===== config.mk =====
export PLATFORM = sky130hd
export DESIGN_NAME = pe_writeback_arbiter
export DESIGN_NICKNAME = d
export VERILOG_FILES = /design/src/rtl/pe_writeback_arbiter.sv
export SDC_FILE = /design/constraint.sdc
export NUM_CORES = 1
export LEC_CHECK = 0
export ABC_CLOCK_PERIOD_IN_PS = 9700
export BUFFER_PORTS_ARGS = -buffer_cell sky130_fd_sc_hd__clkbuf_2
export CAP_MARGIN = 0
export CORE_ASPECT_RATIO = 1.5
export CORE_MARGIN = 2
export CORE_UTILIZATION = 60
export CTS_CLUSTER_DIAMETER = 150
export DETAILED_ROUTE_END_ITERATION = 6
export PLACE_DENSITY_LB_ADDON = 0.05
export SYNTH_ARGS = -nofsm -noshare
export SYNTH_HDL_FRONTEND = slang
export SYNTH_SLANG_ARGS = --single-unit

===== constraint.sdc =====
create_clock -name clk -period 9.7 [get_ports clk]
set_input_delay 0.97 -clock clk [delete_from_list [all_inputs] [get_ports clk]]
set_output_delay 0.97 -clock clk [all_outputs]
set_load 0.01 [all_outputs]

===== src/rtl/pe_writeback_arbiter.sv =====
// ---------------------------------------------------------------------------
// pe_writeback_arbiter
//
// Shares the single write port of the output-feature-map SRAM between the
// NUM_LINES output lines of the PE array. Each line delivers one output plane
// of size_out*size_out results. At most one line is granted per cycle, chosen
// round-robin. The granted word is written at the plane-relative address
// line*plane + count[line]. When every line has delivered its full plane, a
// one-cycle done pulse is raised.
//
// Ports
//   clk          : clock, all logic on the rising edge
//   reset        : synchronous, active-low reset
//   start        : one-cycle pulse that begins a pass (honoured only in IDLE)
//   size_out     : output map width, captured on an accepted start
//   line_valid   : per-line "result available"
//   line_data    : line i result at [i*DATA_WIDTH +: DATA_WIDTH]
//   line_ready   : combinational one-hot grant; a transfer is valid & ready
//   sram_stall   : SRAM cannot take a write this cycle (suppresses all grants)
//   sram_wr_en   : registered write strobe
//   sram_addr    : registered write address
//   sram_wr_data : registered write data
//   busy         : high while the pass is running
//   done         : one-cycle pulse when the pass completes
// ---------------------------------------------------------------------------
module pe_writeback_arbiter #(
    parameter int NUM_LINES  = 6,
    parameter int DATA_WIDTH = 16,
    parameter int ADDR_WIDTH = 16
) (
    input  logic                            clk,
    input  logic                            reset,
    input  logic                            start,
    input  logic [7:0]                      size_out,
    input  logic [NUM_LINES-1:0]            line_valid,
    input  logic [NUM_LINES*DATA_WIDTH-1:0] line_data,
    output logic [NUM_LINES-1:0]            line_ready,
    input  logic                            sram_stall,
    output logic                            sram_wr_en,
    output logic [ADDR_WIDTH-1:0]           sram_addr,
    output logic [DATA_WIDTH-1:0]           sram_wr_data,
    output logic                            busy,
    output logic                            done
);

    localparam int IDX_W = (NUM_LINES > 1) ? $clog2(NUM_LINES) : 1;
    localparam logic [IDX_W-1:0] LAST_IDX = IDX_W'(NUM_LINES - 1);

    typedef enum logic [1:0] {
        ST_IDLE = 2'd0,
        ST_RUN  = 2'd1,
        ST_DONE = 2'd2
    } state_t;

    state_t                  state_reg;
    logic [15:0]             plane_reg;
    logic [15:0]             count_reg [NUM_LINES];
    logic [IDX_W-1:0]        rr_reg;
    logic                    wr_en_reg;
    logic [ADDR_WIDTH-1:0]   addr_reg;
    logic [DATA_WIDTH-1:0]   wr_data_reg;
    logic                    busy_reg;
    logic                    done_reg;

    // Per-line views of the packed data bus and per-line status.
    logic [DATA_WIDTH-1:0]   data_lane [NUM_LINES];
    logic [NUM_LINES-1:0]    line_fin;
    logic [NUM_LINES-1:0]    eligible;
    logic                    all_fin;

    genvar gi;
    generate
        for (gi = 0; gi < NUM_LINES; gi++) begin : g_line
            assign data_lane[gi] = line_data[gi*DATA_WIDTH +: DATA_WIDTH];
            assign line_fin[gi]  = (count_reg[gi] == plane_reg);
            // A finished line is never eligible, so its valid is ignored.
            assign eligible[gi]  = (state_reg == ST_RUN) && line_valid[gi]
                                   && (count_reg[gi] < plane_reg) && !sram_stall;
        end
    endgenerate

    assign all_fin = &line_fin;

    // -----------------------------------------------------------------------
    // Round-robin grant: scan from rr_reg upward, wrapping at NUM_LINES, and
    // take the first eligible line.
    // -----------------------------------------------------------------------
    logic [NUM_LINES-1:0]    grant_vec;
    logic                    grant_any;
    logic [IDX_W-1:0]        grant_idx;

    always_comb begin
        int               idx;
        logic [IDX_W-1:0] cand;
        grant_vec = '0;
        grant_any = 1'b0;
        grant_idx = '0;
        idx       = 0;
        cand      = '0;
        for (int k = 0; k < NUM_LINES; k++) begin
            idx = int'(rr_reg) + k;
            if (idx >= NUM_LINES) begin
                idx = idx - NUM_LINES;
            end
            cand = IDX_W'(idx);
            if (!grant_any && eligible[cand]) begin
                grant_any = 1'b1;
                grant_idx = cand;
            end
        end
        if (grant_any) begin
            grant_vec[grant_idx] = 1'b1;
        end
    end

    assign line_ready = grant_vec;

    // -----------------------------------------------------------------------
    // Write address / data / pointer for the granted line.
    // The product is formed in 32 bits and then truncated, so an oversized
    // configuration simply wraps the address.
    // -----------------------------------------------------------------------
    logic [15:0]             count_sel;
    logic [31:0]             addr_wide;
    logic [ADDR_WIDTH-1:0]   addr_next;
    logic [DATA_WIDTH-1:0]   data_next;
    logic [IDX_W-1:0]        rr_next;

    always_comb begin
        count_sel = count_reg[grant_idx];
        addr_wide = (32'(grant_idx) * 32'(plane_reg)) + 32'(count_sel);
        addr_next = ADDR_WIDTH'(addr_wide);
        data_next = data_lane[grant_idx];
        rr_next   = (grant_idx == LAST_IDX) ? '0 : grant_idx + 1'b1;
    end

    // -----------------------------------------------------------------------
    // Control FSM and registered outputs.
    // -----------------------------------------------------------------------
    always_ff @(posedge clk) begin
        if (!reset) begin
            state_reg   <= ST_IDLE;
            plane_reg   <= '0;
            rr_reg      <= '0;
            wr_en_reg   <= 1'b0;
            addr_reg    <= '0;
            wr_data_reg <= '0;
            busy_reg    <= 1'b0;
            done_reg    <= 1'b0;
            for (int i = 0; i < NUM_LINES; i++) begin
                count_reg[i] <= '0;
            end
        end else begin
            // Strobes default low; address and data hold between writes.
            wr_en_reg <= 1'b0;
            done_reg  <= 1'b0;

            case (state_reg)
                ST_IDLE: begin
                    if (start) begin
                        plane_reg <= 16'(size_out) * 16'(size_out);
                        rr_reg    <= '0;
                        for (int i = 0; i < NUM_LINES; i++) begin
                            count_reg[i] <= '0;
                        end
                        if (size_out == 8'd0) begin
                            // Empty plane: nothing to write, finish at once.
                            state_reg <= ST_DONE;
                            done_reg  <= 1'b1;
                            busy_reg  <= 1'b0;
                        end else begin
                            state_reg <= ST_RUN;
                            busy_reg  <= 1'b1;
                        end
                    end
                end

                ST_RUN: begin
                    if (all_fin) begin
                        // Counters were bumped by the last transfer on the
                        // previous edge, so completion lands one cycle later.
                        state_reg <= ST_DONE;
                        done_reg  <= 1'b1;
                        busy_reg  <= 1'b0;
                    end else if (grant_any) begin
                        // grant_any already implies line_valid & line_ready.
                        wr_en_reg            <= 1'b1;
                        addr_reg             <= addr_next;
                        wr_data_reg          <= data_next;
                        count_reg[grant_idx] <= count_sel + 16'd1;
                        rr_reg               <= rr_next;
                    end
                end

                ST_DONE: begin
                    state_reg <= ST_IDLE;
                end

                default: begin
                    state_reg <= ST_IDLE;
                    busy_reg  <= 1'b0;
                end
            endcase
        end
    end

    assign sram_wr_en   = wr_en_reg;
    assign sram_addr    = addr_reg;
    assign sram_wr_data = wr_data_reg;
    assign busy         = busy_reg;
    assign done         = done_reg;

endmodule


; ---- After elaboration in Yosys (flattened, before gate mapping)
; Memory sizes are Yosys's and may differ from the RTL's.
; Index checks and enable logic that the tools add are counted.
[word_totals]
ff_bits = 56
elab_cells = 180
ramBits = 96
memories = 1
inputBits = 114
output_inout_bits = 41
[classes]
add_sub_neg = 14
n_mux = 72
n_eq_ne = 13
n_bitwise = 9
n_reduce_logical = 40
n_mul = 2
n_lt_le_gt_ge = 21
[mem_list]
columns = memory, depth, width, rd, rd_ports_with_merged_regs, wr, line
row1 = count_reg, 6, 16, 7, 0, 6, 57  ; logic [15:0] count_reg [NUM_LINES];
[op_table]
columns = op, n
row1 = 2-to-1 mux 16 bit, 9
row2 = equality test 16 bit, 6
row3 = < comparator 16 bit, 6
row4 = 2-to-1 mux 3 bit, 17
row5 = binary-select mux 16 bit (select 3 bit), 1
row6 = 2-to-1 mux 1 bit, 30
row7 = "< comparator 3 x 4 -> 1 bit, second input constant", 7
row8 = logical AND 1 bit, 24
row9 = ">= comparator 4 x 3 -> 1 bit, second input constant", 5
row10 = binary-select mux 1 bit (select 3 bit), 6
row11 = "subtractor 3 bit, second input constant", 6
row12 = "adder 16 x 1 -> 16 bit, second input constant", 1
row13 = adder 16 bit, 1
row14 = multiplier 3 x 16 -> 16 bit, 1
row15 = multiplier 8 x 8 -> 16 bit, 1
row16 = OR reduction 16 bit, 1
row17 = "adder 3 x 2 -> 4 bit, second input constant", 2
row18 = "adder 3 x 3 -> 4 bit, second input constant", 2
row19 = logical NOT 8 bit, 1
row20 = "!= test 2 bit, second input constant", 4
row21 = logical NOT 1 bit, 6
row22 = 2-to-1 mux 2 bit, 3
row23 = 2-to-1 mux 6 bit, 1
row24 = bitwise OR 1 bit, 6
row25 = 21 further kinds, 24

; ---- Logic depth before layout (Yosys ltp)
[logic_depth]
depth_word = 29
ltp_mapped = 39
depth_no_buf = 33

; ---- Worst setup path before layout
; Ideal clock, no wire load.
[synth_timing]
kind = input to register
from = input sram_stall
to = register addr_reg[15], in the netlist sram_addr[15]
setup_ps = 74
required_time_ps = 9626
n_path_buf = 6
arrival_time_ps = 7668
cell_stages = 34
setup_slack_ps = 1958
path_cell_list = nor3b_4 > o2111ai_1 > a211oi_1 > o21ai_0 > a22oi_1 > a211oi_4 > a21oi_1 > o211ai_2 > nor2_2 > buf_4 > buf_6 > buf_6 > clkbuf_1 > buf_1 > clkbuf_1 > nor2_1 > fa_1 > inv_1 > fa_1 > inv_1 > ha_1 > inv_1 > o21bai_1 > a21oi_1 > o21bai_1 > a21oi_1 > o21bai_1 > a21oi_1 > o21ai_0 > a21o_1 > a21oi_1 > xnor2_1 > or4_1 > a31oi_1
[synth_via]
elab_chain_len = 22
elab_cells_between_ends = 45
[synth_lines]
columns = element, line
row1 = start: declaration, 38  ; input logic sram_stall,
row2 = logical NOT 1 bit *, 78  ; && (count_reg[gi] < plane_reg) && !sram_stall;
row3 = logical AND 1 bit, 78
row4 = binary-select mux 1 bit (select 3 bit), 106  ; if (!grant_any && eligible[cand]) begin
row5 = 2-to-1 mux 1 bit (not written as such), 106
row6 = 2-to-1 mux 1 bit, 106
row7 = logical NOT 1 bit, 106
row8 = logical AND 1 bit, 106
row9 = 2-to-1 mux 1 bit, 106
row10 = [... 6 more ...], n/a
row11 = logical NOT 1 bit, 106
row12 = logical AND 1 bit, 106
row13 = 2-to-1 mux 1 bit, 106
row14 = logical NOT 1 bit, 106
row15 = logical AND 1 bit, 106
row16 = 2-to-1 mux 3 bit, 106
row17 = multiplier 3 x 16 -> 16 bit or memory (6 x 16 bit) (tied branches), n/a
row18 = adder 16 bit, 131  ; addr_wide = (32'(grant_idx) * 32'(plane_reg)) + 32'(count_sel);
row19 = end signal: assignment, 188  ; addr_reg <= addr_next;
row20 = end: declaration, 60  ; logic [ADDR_WIDTH-1:0] addr_reg;
; Mark *: on every way between the ends. The rest lies on a longest branch, timed or not. The select of a mux whose other input is x is not followed.
; A chain may end at the register's enable or synchronous reset.

; ---- Final worst setup path
[layout_timing]
from = register plane_reg[7]
to = register addr_reg[15], in the netlist sram_addr[15]
[layout_via]
elab_chain_len = 23
elab_cells_between_ends = 64
[layout_lines]
columns = element, line
row1 = start: declaration, 56  ; logic [15:0] plane_reg;
row2 = start signal: assignment, 161  ; plane_reg <= 16'(size_out) * 16'(size_out);
row3 = < comparator 16 bit, 78
row4 = logical AND 1 bit (2 in series), 78
row5 = binary-select mux 1 bit (select 3 bit), 106
row6 = 2-to-1 mux 1 bit (not written as such), 106
row7 = 2-to-1 mux 1 bit, 106
row8 = logical NOT 1 bit, 106
row9 = logical AND 1 bit, 106
row10 = 2-to-1 mux 1 bit, 106
row11 = [... 6 more ...], n/a
row12 = logical NOT 1 bit, 106
row13 = logical AND 1 bit, 106
row14 = 2-to-1 mux 1 bit, 106
row15 = logical NOT 1 bit, 106
row16 = logical AND 1 bit, 106
row17 = 2-to-1 mux 3 bit, 106
row18 = multiplier 3 x 16 -> 16 bit or memory (6 x 16 bit) (tied branches), n/a
row19 = adder 16 bit, 131
; Parallel ways exist; a longest one is shown, timed or not. The select of a mux whose other input is x is not followed.

==> run_results.csv <==
group,metric,value,unit
hold_path,min-delay-start,"plane_reg[9]",
floorplan,die-width,125,um
layout,fin_area,14700,um^2
sta,layout_min_cycle_time,8780,ps
cts,cts_buffers,17,
logic_synthesis,syn_avg_cell_area,9.17,um^2
setup_path,cp-start-kind,"register",
logic_synthesis,yosysTopAreaCellShare,0.218,
hold_path,hold_path_class,"reg -> reg",
cts,cts_buffer_depth,2,
floorplan,pin_count,155,
setup_path,path_common_cell,"a21oi_1",
power,leakagePower,0.00682,uW
grt,grt_max_degree,55,
logic_synthesis,synth_top_area_cell,"edfxtp_1",
sta,final-setup-viol-count,0,
detailed_routing,ant_nets,0,
cts,cts_tree,"yes",
detailed_routing,wl,39.4,mm
sta,setup_tns,0,ps
setup_path,arrival,9140,ps
cts,h-tree-depth,4,
sta,tightest_slew,1040,ps
job,cap_violations,0,
layout,antenna_cells,0,
sta,fin_worst_hold_slack,453,ps
placed_design,place.gp.congestion,0.988,
sta,fmaxAchievable,114,MHz
power,powerDensity,208,nW/um^2
power,power,3060,uW
grt,grt_pass1_wl,61.8,mm
grt,antenna_found_initial,0,
placed_design,port_buffers,154,
floorplan,rows,66,
power,irDropWorstVdd,0.155,mV
grt,grt_pass1_vias,11800,
layout,nNetsFinal,1873,
grt,gr-total-overflow,0,
grt,track_usage,0.343,
status,status,"finished, final reports clean",
setup_path,path_class,"reg -> reg",
detailed_routing,drt_iter0_drc,963,
sta,drv_slew,0,
logic_synthesis,synthArstFlopShare,0,
sta,maxSlewHeadroom,0.302,
floorplan,dieArea,23300,um^2
setup_path,r2r_setup_slack,920,ps
setup_path,critPathRequiredTime,10060,ps
detailed_routing,dr.pass1.iters,6,
logic_synthesis,synth_ff_type,"edfxtp_1",
logic_synthesis,ys_seq_area_frac,0.301,
cts,cts.sinks,151,
logic_synthesis,syn_area,13300,um^2
placed_design,postPlaceCellArea,14100,um^2
detailed_routing,wire_per_inst,21.4,um
cts,cts_setup_buffers,0,
logic_synthesis,post_synth_num_cell_types,85,
logic_synthesis,synth_edf_count,96,
setup_path,critPathMaxFanout,47,
setup_path,cpMaxStageDelayCell,"a211o_1",
cts,insertion_delay,440,ps
setup_path,r2r-start,"plane_reg[7]",
floorplan,core,21700,um^2
layout,drive_gt1_frac,0.149,
logic_synthesis,postSynthNetCount,1757,
floorplan,initial_utilization,0.610,
detailed_routing,drc,0,
layout,area_growth,10.9,%
cts,cts-root-buf,"clkbuf_16",
layout,post-route-util,0.677,
placed_design,place_hpwl,30.2,mm
layout,largest_reg_flops,96,
cts,clkSlewWorstSetupHoldPaths,60,ps
sta,min_period_over_period,0.906,
cts,cts_hold_buffers,0,
logic_synthesis,yosys_warnings,0,
setup_path,cp-end-kind,"register",
setup_path,crit_start,"plane_reg[7]",
logic_synthesis,ys_ff_latch,151,
detailed_routing,viasPerCell,6.28,
detailed_routing,via_count,11600,
logic_synthesis,synthCells,1445,
cts,cts_resized,0,
sta,rsz0062_at_grt,"false",
sta,hold_violations,0,
floorplan,die_h,186,um
setup_path,max_stage_delay,600,ps
logic_synthesis,synth_area_leaders,"edfxtp_1 22%, ha_1 14%, dfxtp_1 8.3%, fa_1 7.7%, mux2i_1 5.5%",
sta,clock_skew,8.55,ps
[critical path, delay by kind of cell, from the launching register on]
kind                     cells  cell delay (ps)
AND/OR/NAND/NOR              7             1900
flip-flops                   1              350
XOR/XNOR                     1              100
AO/OA/AOI/OAI               18             4140
adder cells (fa/ha/maj)      3             1350
buffers and inverters        3              820
[synthesized netlist by cell type, types with 11 or more instances]
| master | instances |
|---|---|
| a22oi_1 | 14 |
| nand3_1 | 24 |
| edfxtp_1 | 96 |
| clkbuf_1 | 45 |
| a21o_1 | 17 |
| inv_1 | 134 |
| xnor2_1 | 38 |
| ha_1 | 147 |
| and2_1 | 23 |
| nor3_1 | 24 |
| o22ai_1 | 35 |
| nor2_1 | 169 |
| nand2_1 | 112 |
| mux2i_1 | 73 |
| fa_1 | 51 |
| o21ai_0 | 40 |
| a211oi_1 | 19 |
| nor2b_1 | 11 |
| xor2_1 | 11 |
| o21bai_1 | 16 |
| dfxtp_1 | 55 |
| a21oi_1 | 96 |
[worst paths after layout]
kind,to,depth (start not counted)
worst min register to register,plane_reg[9],2
worst max register to register,sram_addr[15],32
worst min-delay path,plane_reg[9],2
worst max-delay path,sram_addr[15],32
[power breakdown]
| group | leakage (uW) | total (uW) | internal [uW] | switching, uW |
|---|---|---|---|---|
| clock | 0.000270 | 660 | 376 | 284 |
| sequential | 0.00149 | 788 | 747 | 40.9 |
| combinational | 0.00506 | 1610 | 572 | 1040 |
| total | 0.00682 | 3060 | 1700 | 1360 |
[cell type report]
class / count / area, um^2
tap: 272 / 340
inverter: 137 / 519
multi-input combinational: 1090 / 8440
timing repair buffer: 164 / 846
clock inverter: 13 / 133
clock buffer: 19 / 433
fill: 1834 / 7020
sequential: 151 / 3980
[routing by layer]
| metal | GRT usage | vias up | wire (um) |
|---|---|---|---|
| met4 | 0.174 | 0 | 1890 |
| met2 | 0.608 | 565 | 19800 |
| met3 | 0.0486 | 110 | 2710 |
| met5 | 0 | - | 0 |
| met1 | 0.405 | 5546 | 15000 |
| li1 | - | 5373 | - |
[per-stage QoR]
| stage | setup WS [ps] | std cells |
|---|---|---|
| finish | 916 | 1846 |
| global route | 435 | 1846 |
| CTS | 1000 | 1846 |
| detailed placement | 879 | 1814 |
| global placement | 983 | 1814 |
| floorplan | 1960 | 1445 |
[placed cells by master (no fill, tap or decap), types with 35 or more instances in the layout]
cell type  synthesis  layout
a21oi_1           96      96
clkbuf_2           0     154
dfxtp_1           55      55
edfxtp_1          96      96
fa_1              51      51
ha_1             147     147
inv_1            134     134
mux2i_1           73      73
nand2_1          112     112
nor2_1           169     168
o21ai_0           40      40
o22ai_1           35      35
xnor2_1           38      38
[logic make-up (layout without fill, tap and decap cells)]
group                    after synthesis  after routing  synth area share
AND/OR/NAND/NOR                      441            441             0.159
AO/OA/AOI/OAI                        322            322             0.168
buffers and inverters                204            333            0.0632
adder cells (fa/ha/maj)              198            198             0.216
flip-flops                           151            151             0.301
multiplexers                          77             77            0.0585
XOR/XNOR                              50             50            0.0336
other                                  2              2          0.000567
Power figures use the tool's default switching activity.
